$ cat config.mk
export PLATFORM = sky130hd
export DESIGN_NAME = sar_search
export DESIGN_NICKNAME = d
export VERILOG_FILES = /design/src/rtl/sar_search.sv
export SDC_FILE = /design/constraint.sdc
export NUM_CORES = 1
export LEC_CHECK = 0
export BUFFER_PORTS_ARGS = -buffer_cell sky130_fd_sc_hd__buf_2
export CORE_ASPECT_RATIO = 0.7
export CORE_MARGIN = 1.5
export CORE_UTILIZATION = 40
export DETAILED_ROUTE_END_ITERATION = 8
export SYNTH_ARGS = -nofsm -noshare
export SYNTH_HDL_FRONTEND = slang
export SYNTH_SLANG_ARGS = --single-unit
$ cat constraint.sdc
create_clock -name clk -period 5 [get_ports clk]
set_input_delay 0.75 -clock clk [delete_from_list [all_inputs] [get_ports clk]]
set_output_delay 0.75 -clock clk [all_outputs]
set_load 0.005 [all_outputs]
$ cat src/rtl/sar_search.sv
// -----------------------------------------------------------------------------
// sar_search
// Successive-approximation controller. It drives the trial operand of an
// external combinational comparator (a = unknown, b = trial) and recovers the
// unknown operand from the comparator's gt/lt/eq flags. It resolves one bit per
// cycle, MSB first, and stops early on eq. The search runs internally in
// offset form, so signed operands reuse the unsigned bit-walk unchanged.
//
// Ports
//   clk     in   rising-edge clock
//   rst     in   asynchronous, active-high reset
//   start   in   request a new search; accepted only in IDLE or DONE
//   trial   out  registered operand for comparator b (external form)
//   cmp_gt  in   comparator gt (unknown > trial)
//   cmp_lt  in   comparator lt (unknown < trial)
//   cmp_eq  in   comparator eq (unknown == trial)
//   busy    out  high while probing
//   done    out  high in DONE until the next accepted start
//   result  out  recovered value (external form), valid while done
//   err     out  search aborted on a non-one-hot comparator response
//   probes  out  number of comparator samples taken in the last search
// -----------------------------------------------------------------------------
module sar_search #(
  parameter int IP_WIDTH  = 8,
  parameter bit IS_SIGNED = 1'b0
) (
  input  logic                          clk,
  input  logic                          rst,
  input  logic                          start,
  output logic [IP_WIDTH-1:0]           trial,
  input  logic                          cmp_gt,
  input  logic                          cmp_lt,
  input  logic                          cmp_eq,
  output logic                          busy,
  output logic                          done,
  output logic [IP_WIDTH-1:0]           result,
  output logic                          err,
  output logic [$clog2(IP_WIDTH+1)-1:0] probes
);

  localparam int IW = $clog2(IP_WIDTH);
  localparam int PW = $clog2(IP_WIDTH+1);

  localparam logic [1:0] S_IDLE  = 2'd0;
  localparam logic [1:0] S_PROBE = 2'd1;
  localparam logic [1:0] S_DONE  = 2'd2;

  localparam logic [IP_WIDTH-1:0] ONE       = {{(IP_WIDTH-1){1'b0}}, 1'b1};
  localparam logic [IP_WIDTH-1:0] MSB_BIT   = {1'b1, {(IP_WIDTH-1){1'b0}}};
  // Flipping the MSB maps two's complement onto an order-preserving unsigned
  // (offset) code; for unsigned operands the mapping is the identity.
  localparam logic [IP_WIDTH-1:0] SIGN_MASK = {IS_SIGNED, {(IP_WIDTH-1){1'b0}}};
  localparam logic [IW-1:0]       IDX_TOP   = IW'(IP_WIDTH-1);
  localparam logic [IW-1:0]       IDX_ONE   = IW'(1);
  localparam logic [IW-1:0]       IDX_ZERO  = IW'(0);
  localparam logic [PW-1:0]       PROBE_ONE = PW'(1);

  // Internal (offset) form to external form; the mapping is its own inverse.
  function automatic logic [IP_WIDTH-1:0] to_ext(input logic [IP_WIDTH-1:0] v);
    return v ^ SIGN_MASK;
  endfunction

  logic [1:0]          state_r;
  logic [IP_WIDTH-1:0] acc_r;
  logic [IW-1:0]       idx_r;

  logic [1:0]          resp_sum_s;
  logic                one_hot_s;
  logic                last_s;
  logic [IP_WIDTH-1:0] new_acc_s;
  logic [IP_WIDTH-1:0] next_trial_s;

  // Decode the comparator response and form the next accumulator and trial.
  always_comb begin
    resp_sum_s = {1'b0, cmp_gt} + {1'b0, cmp_lt} + {1'b0, cmp_eq};
    one_hot_s  = (resp_sum_s == 2'd1);
    last_s     = (idx_r == IDX_ZERO);
    if (cmp_gt) begin
      new_acc_s = acc_r | (ONE << idx_r);
    end else begin
      new_acc_s = acc_r;
    end
    // Only consumed when idx_r > 0, so the wrap at idx_r == 0 is harmless.
    next_trial_s = to_ext(new_acc_s | (ONE << (idx_r - IDX_ONE)));
  end

  // Search FSM with all outputs registered.
  always_ff @(posedge clk or posedge rst) begin
    if (rst) begin
      state_r <= S_IDLE;
      acc_r   <= '0;
      idx_r   <= '0;
      trial   <= '0;
      result  <= '0;
      busy    <= 1'b0;
      done    <= 1'b0;
      err     <= 1'b0;
      probes  <= '0;
    end else begin
      case (state_r)
        S_IDLE, S_DONE: begin
          if (start) begin
            acc_r   <= '0;
            err     <= 1'b0;
            probes  <= '0;
            idx_r   <= IDX_TOP;
            trial   <= to_ext(MSB_BIT);
            done    <= 1'b0;
            busy    <= 1'b1;
            state_r <= S_PROBE;
          end else begin
            state_r <= state_r;
          end
        end
        S_PROBE: begin
          probes <= probes + PROBE_ONE;
          if (!one_hot_s) begin
            // Illegal response: report what had been resolved so far.
            err     <= 1'b1;
            result  <= to_ext(acc_r);
            busy    <= 1'b0;
            done    <= 1'b1;
            state_r <= S_DONE;
          end else if (cmp_eq) begin
            result  <= trial;
            busy    <= 1'b0;
            done    <= 1'b1;
            state_r <= S_DONE;
          end else begin
            acc_r <= new_acc_s;
            if (last_s) begin
              result  <= to_ext(new_acc_s);
              busy    <= 1'b0;
              done    <= 1'b1;
              state_r <= S_DONE;
            end else begin
              idx_r <= idx_r - IDX_ONE;
              trial <= next_trial_s;
            end
          end
        end
        default: begin
          state_r <= S_IDLE;
          busy    <= 1'b0;
          done    <= 1'b0;
        end
      endcase
    end
  end

endmodule
==> results.sh <==
export IMPL_core_mm2=0.004454
export IMPL_synth_seq_cells=35
export IMPL_min_period_ns=2.913
export IMPL_drt_wl_total_mm=4.383
export IMPL_place_gp_congestion=0.8798
export IMPL_fin_crit_sh_pct=58.26
export IMPL_violations="design-rule violations"
export IMPL_slew_headroom_pct=48.99
export IMPL_worstSetupPathType="in2reg"
export IMPL_syn_inst=196
export IMPL_ant_nets=0
export IMPL_drt_vias_per_instance=5.500
export IMPL_top_layer_used="met4"
export IMPL_vdd_ir_drop_max_v=0.0001768
export IMPL_synth_distinct_cells=45
export IMPL_synthArstFlopShare_pct=100.0
export IMPL_wl_met3_um=210
export IMPL_synth_edff_count=0
export IMPL_grt_pass1_vias=1420
export IMPL_clk_latency_ns=0.28
export IMPL_critPathArrivalTime_ns=3.08
export IMPL_tightest_slew_ns=0.7651
export IMPL_fin_nets=236
export IMPL_synth_top_area_share_pct=45.93
export IMPL_syn_nets=210
export IMPL_pre_cts_slack_ns=1.818
export IMPL_antenna_cells=0
export IMPL_dieArea_mm2=0.005197
export IMPL_cts_tree="yes"
export IMPL_cts_buffers=5
export IMPL_dp_cells=270
export IMPL_setup_slack_ns=2.087
export IMPL_cts_root_buf="clkbuf_8"
export IMPL_leakage_nw=1.047
export IMPL_via_count=1529
export IMPL_ios=29
export IMPL_worst_setup_path_start_kind="input pin"
export IMPL_grt_setup_unrepaired="false"
export IMPL_yosysSeqAreaShare_pct=45.93
export IMPL_cts_sinks=35
export IMPL_drv_cap=0
export IMPL_layoutNonFillerInstCount=278
export IMPL_fillers=435
export IMPL_htreeDepth=2
export IMPL_final_max_slew_viol_count=0
export IMPL_drive_gt1_share_pct=21.08
export IMPL_drt_wirelength_per_cell_um=15.77
export IMPL_grt_max_degree=36
export IMPL_antenna_found_initial=0
export IMPL_hold_viol_final=0
export IMPL_io_buffers=28
export IMPL_synth_top_cell_by_area="dfrtp_1"
export IMPL_fmax_ghz=0.3433
export IMPL_syn_area_mm2=0.001907
export IMPL_synthFlopType="dfrtp_1"
export IMPL_dp_hpwl_mm=3.146
export IMPL_status="finished with violations"
export IMPL_fin_tns_setup_ns=0
export IMPL_dr_pass1_iters=6
export IMPL_start_util_pct=42.81
export IMPL_cts_resized_gates=0
export IMPL_cp_end_kind="flop"
export IMPL_setup_viol=0
export IMPL_syn_to_final_growth_pct=13.78
export IMPL_cts_buffer_depth=2
export IMPL_min_path_type="reg2reg"
export IMPL_grt_overflow=0
export IMPL_grt_pass1_wl_mm=7.169
export IMPL_syn_avg_cell_area_um2=9.729
export IMPL_p_total_uw=952.1
export IMPL_rows=20
export IMPL_pwr_density_cell_mw_per_mm2=438.8
export IMPL_dpl_instance_area_mm2=0.002069
export IMPL_clk_pin_slew_worst_paths_ns=0.07
export IMPL_yosysWarnings=0
export IMPL_first_iter_violations=116
export IMPL_die_w_um=85.53
export IMPL_critPathRequiredTime_ns=5.17
export IMPL_postLayoutCellArea_mm2=0.002170
export IMPL_fp_dieH_um=60.77
export IMPL_finClkSkew_ns=0.001656
export IMPL_cts_hold_buf=0
export IMPL_synthTopCellsByArea="dfrtp_1, ha_1, a21oi_1, o21ai_0, mux2_2"
export IMPL_drc=3
export IMPL_grt_usage_pct=18.61
export IMPL_route_met2_wl_mm=1.828
export IMPL_wl_met1_mm=2.295
export IMPL_post_cts_buffers=0
export IMPL_crit_fanout=13
==> kinds of logic after synthesis <==
| kind of cell | after synthesis | share of synthesized area (%) |
|---|---|---|
| compound gates | 61 | 20.28 |
| flops | 35 | 45.93 |
| mux | 11 | 6.364 |
| simple gates | 58 | 15.62 |
| buf+inv | 20 | 4.790 |
| xor+xnor | 3 | 1.378 |
| fa+ha+maj | 8 | 5.643 |
==> area by class of cell <==
class                      count  area (µm²)  share of cell area [%]
clock buffer                   8       100.1                   4.614
inverter                      10       37.54                   1.730
timing repair buffer          29       147.6                   6.805
tap                           55       68.82                   3.172
sequential                    35       875.8                   40.37
multi-input combinational    141       939.7                   43.31
==> per-stage QoR <==
stage	util (%)	hold slack (ns)
final	48.71	0.4775
after global routing	48.71	0.5138
after CTS	48.71	0.4851
after detailed placement	46.46	0.4700
after global placement	46.46	0.4731
after floorplan	-	0.4705
==> metal layers <==
| metal | GRT usage [%] | vias up |
|---|---|---|
| met3 | 4.898 | 7 |
| li1 | - | 741 |
| met4 | 6.912 | 0 |
| met1 | 27.63 | 732 |
| met2 | 25.98 | 49 |
| met5 | 0 | - |
==> worst max-delay path: stages <==
cell,delay [ns]
buf_2,0.21
inv_1,0.12
fa_1,0.53
or3b_4,0.44
a21oi_2,0.62
mux2_2,0.41
==> placed cells by master (no fill, tap or decap), drive strengths merged, types with 2 or more instances in the layout <==
master,Yosys,routed
dfrtp,35,35
clkbuf,5,8
nor2b,6,6
a22o,2,2
a31oi,4,4
mux2,9,9
and2,2,2
nand2b,8,8
nand3,6,6
a21o,3,3
o2bb2ai,3,3
mux2i,2,2
ha,7,7
o22ai,4,4
buf,5,29
nand2,16,16
inv,10,10
nor2,14,14
xor2,2,2
a21oi,17,17
o31ai,3,3
o21ai,17,17
==> synthesized netlist by cell type, types with 2 or more instances <==
library cell  count
o31ai_1           3
clkbuf_1          4
nor2b_1           6
a22o_1            2
o21ai_0          16
inv_1            10
mux2_2            6
a31oi_1           4
a21o_1            3
dfrtp_1          35
nand2b_1          8
o2bb2ai_1         3
nand3_1           6
nor2_1           13
and2_1            2
buf_2             3
mux2_1            3
o22ai_1           4
ha_1              7
nand2_1          16
mux2i_1           2
a21oi_1          16
xor2_1            2
==> state kept, by name (all words and copies together) (netlist names) <==
signal and count:
acc_r 8, result 8, trial 8, probes 4
idx_r 3, busy 1, done 1, err 1
state_r 1
==> worst paths after layout <==
check | from | end | slack (ns) | depth (start not counted)
max in group asynchronous | rst | acc_r[2]$_DFFE_PP0P_ | 4.13 | 3
min in group asynchronous | rst | trial[4]$_DFFE_PP0P_ | 0.55 | 3
max | cmp_gt | trial[1]$_DFFE_PP0P_ | 2.09 | 6
min reg2reg | result[4]$_DFFE_PP0P_ | result[4]$_DFFE_PP0P_ | 0.48 | 2
min | result[4]$_DFFE_PP0P_ | result[4]$_DFFE_PP0P_ | 0.48 | 2
max reg2reg | state_r[0]$_DFFE_PP0P_ | trial[1]$_DFFE_PP0P_ | 2.72 | 4
==> where the power goes <==
| group | internal [mW] | switching [mW] | leakage (nW) |
|---|---|---|---|
| combinational | 0.136 | 0.188 | 0.541 |
| clock | 0.126 | 0.0968 | 0.0515 |
| sequential | 0.349 | 0.0567 | 0.454 |
No activity file was read; power rests on OpenSTA's default activity.
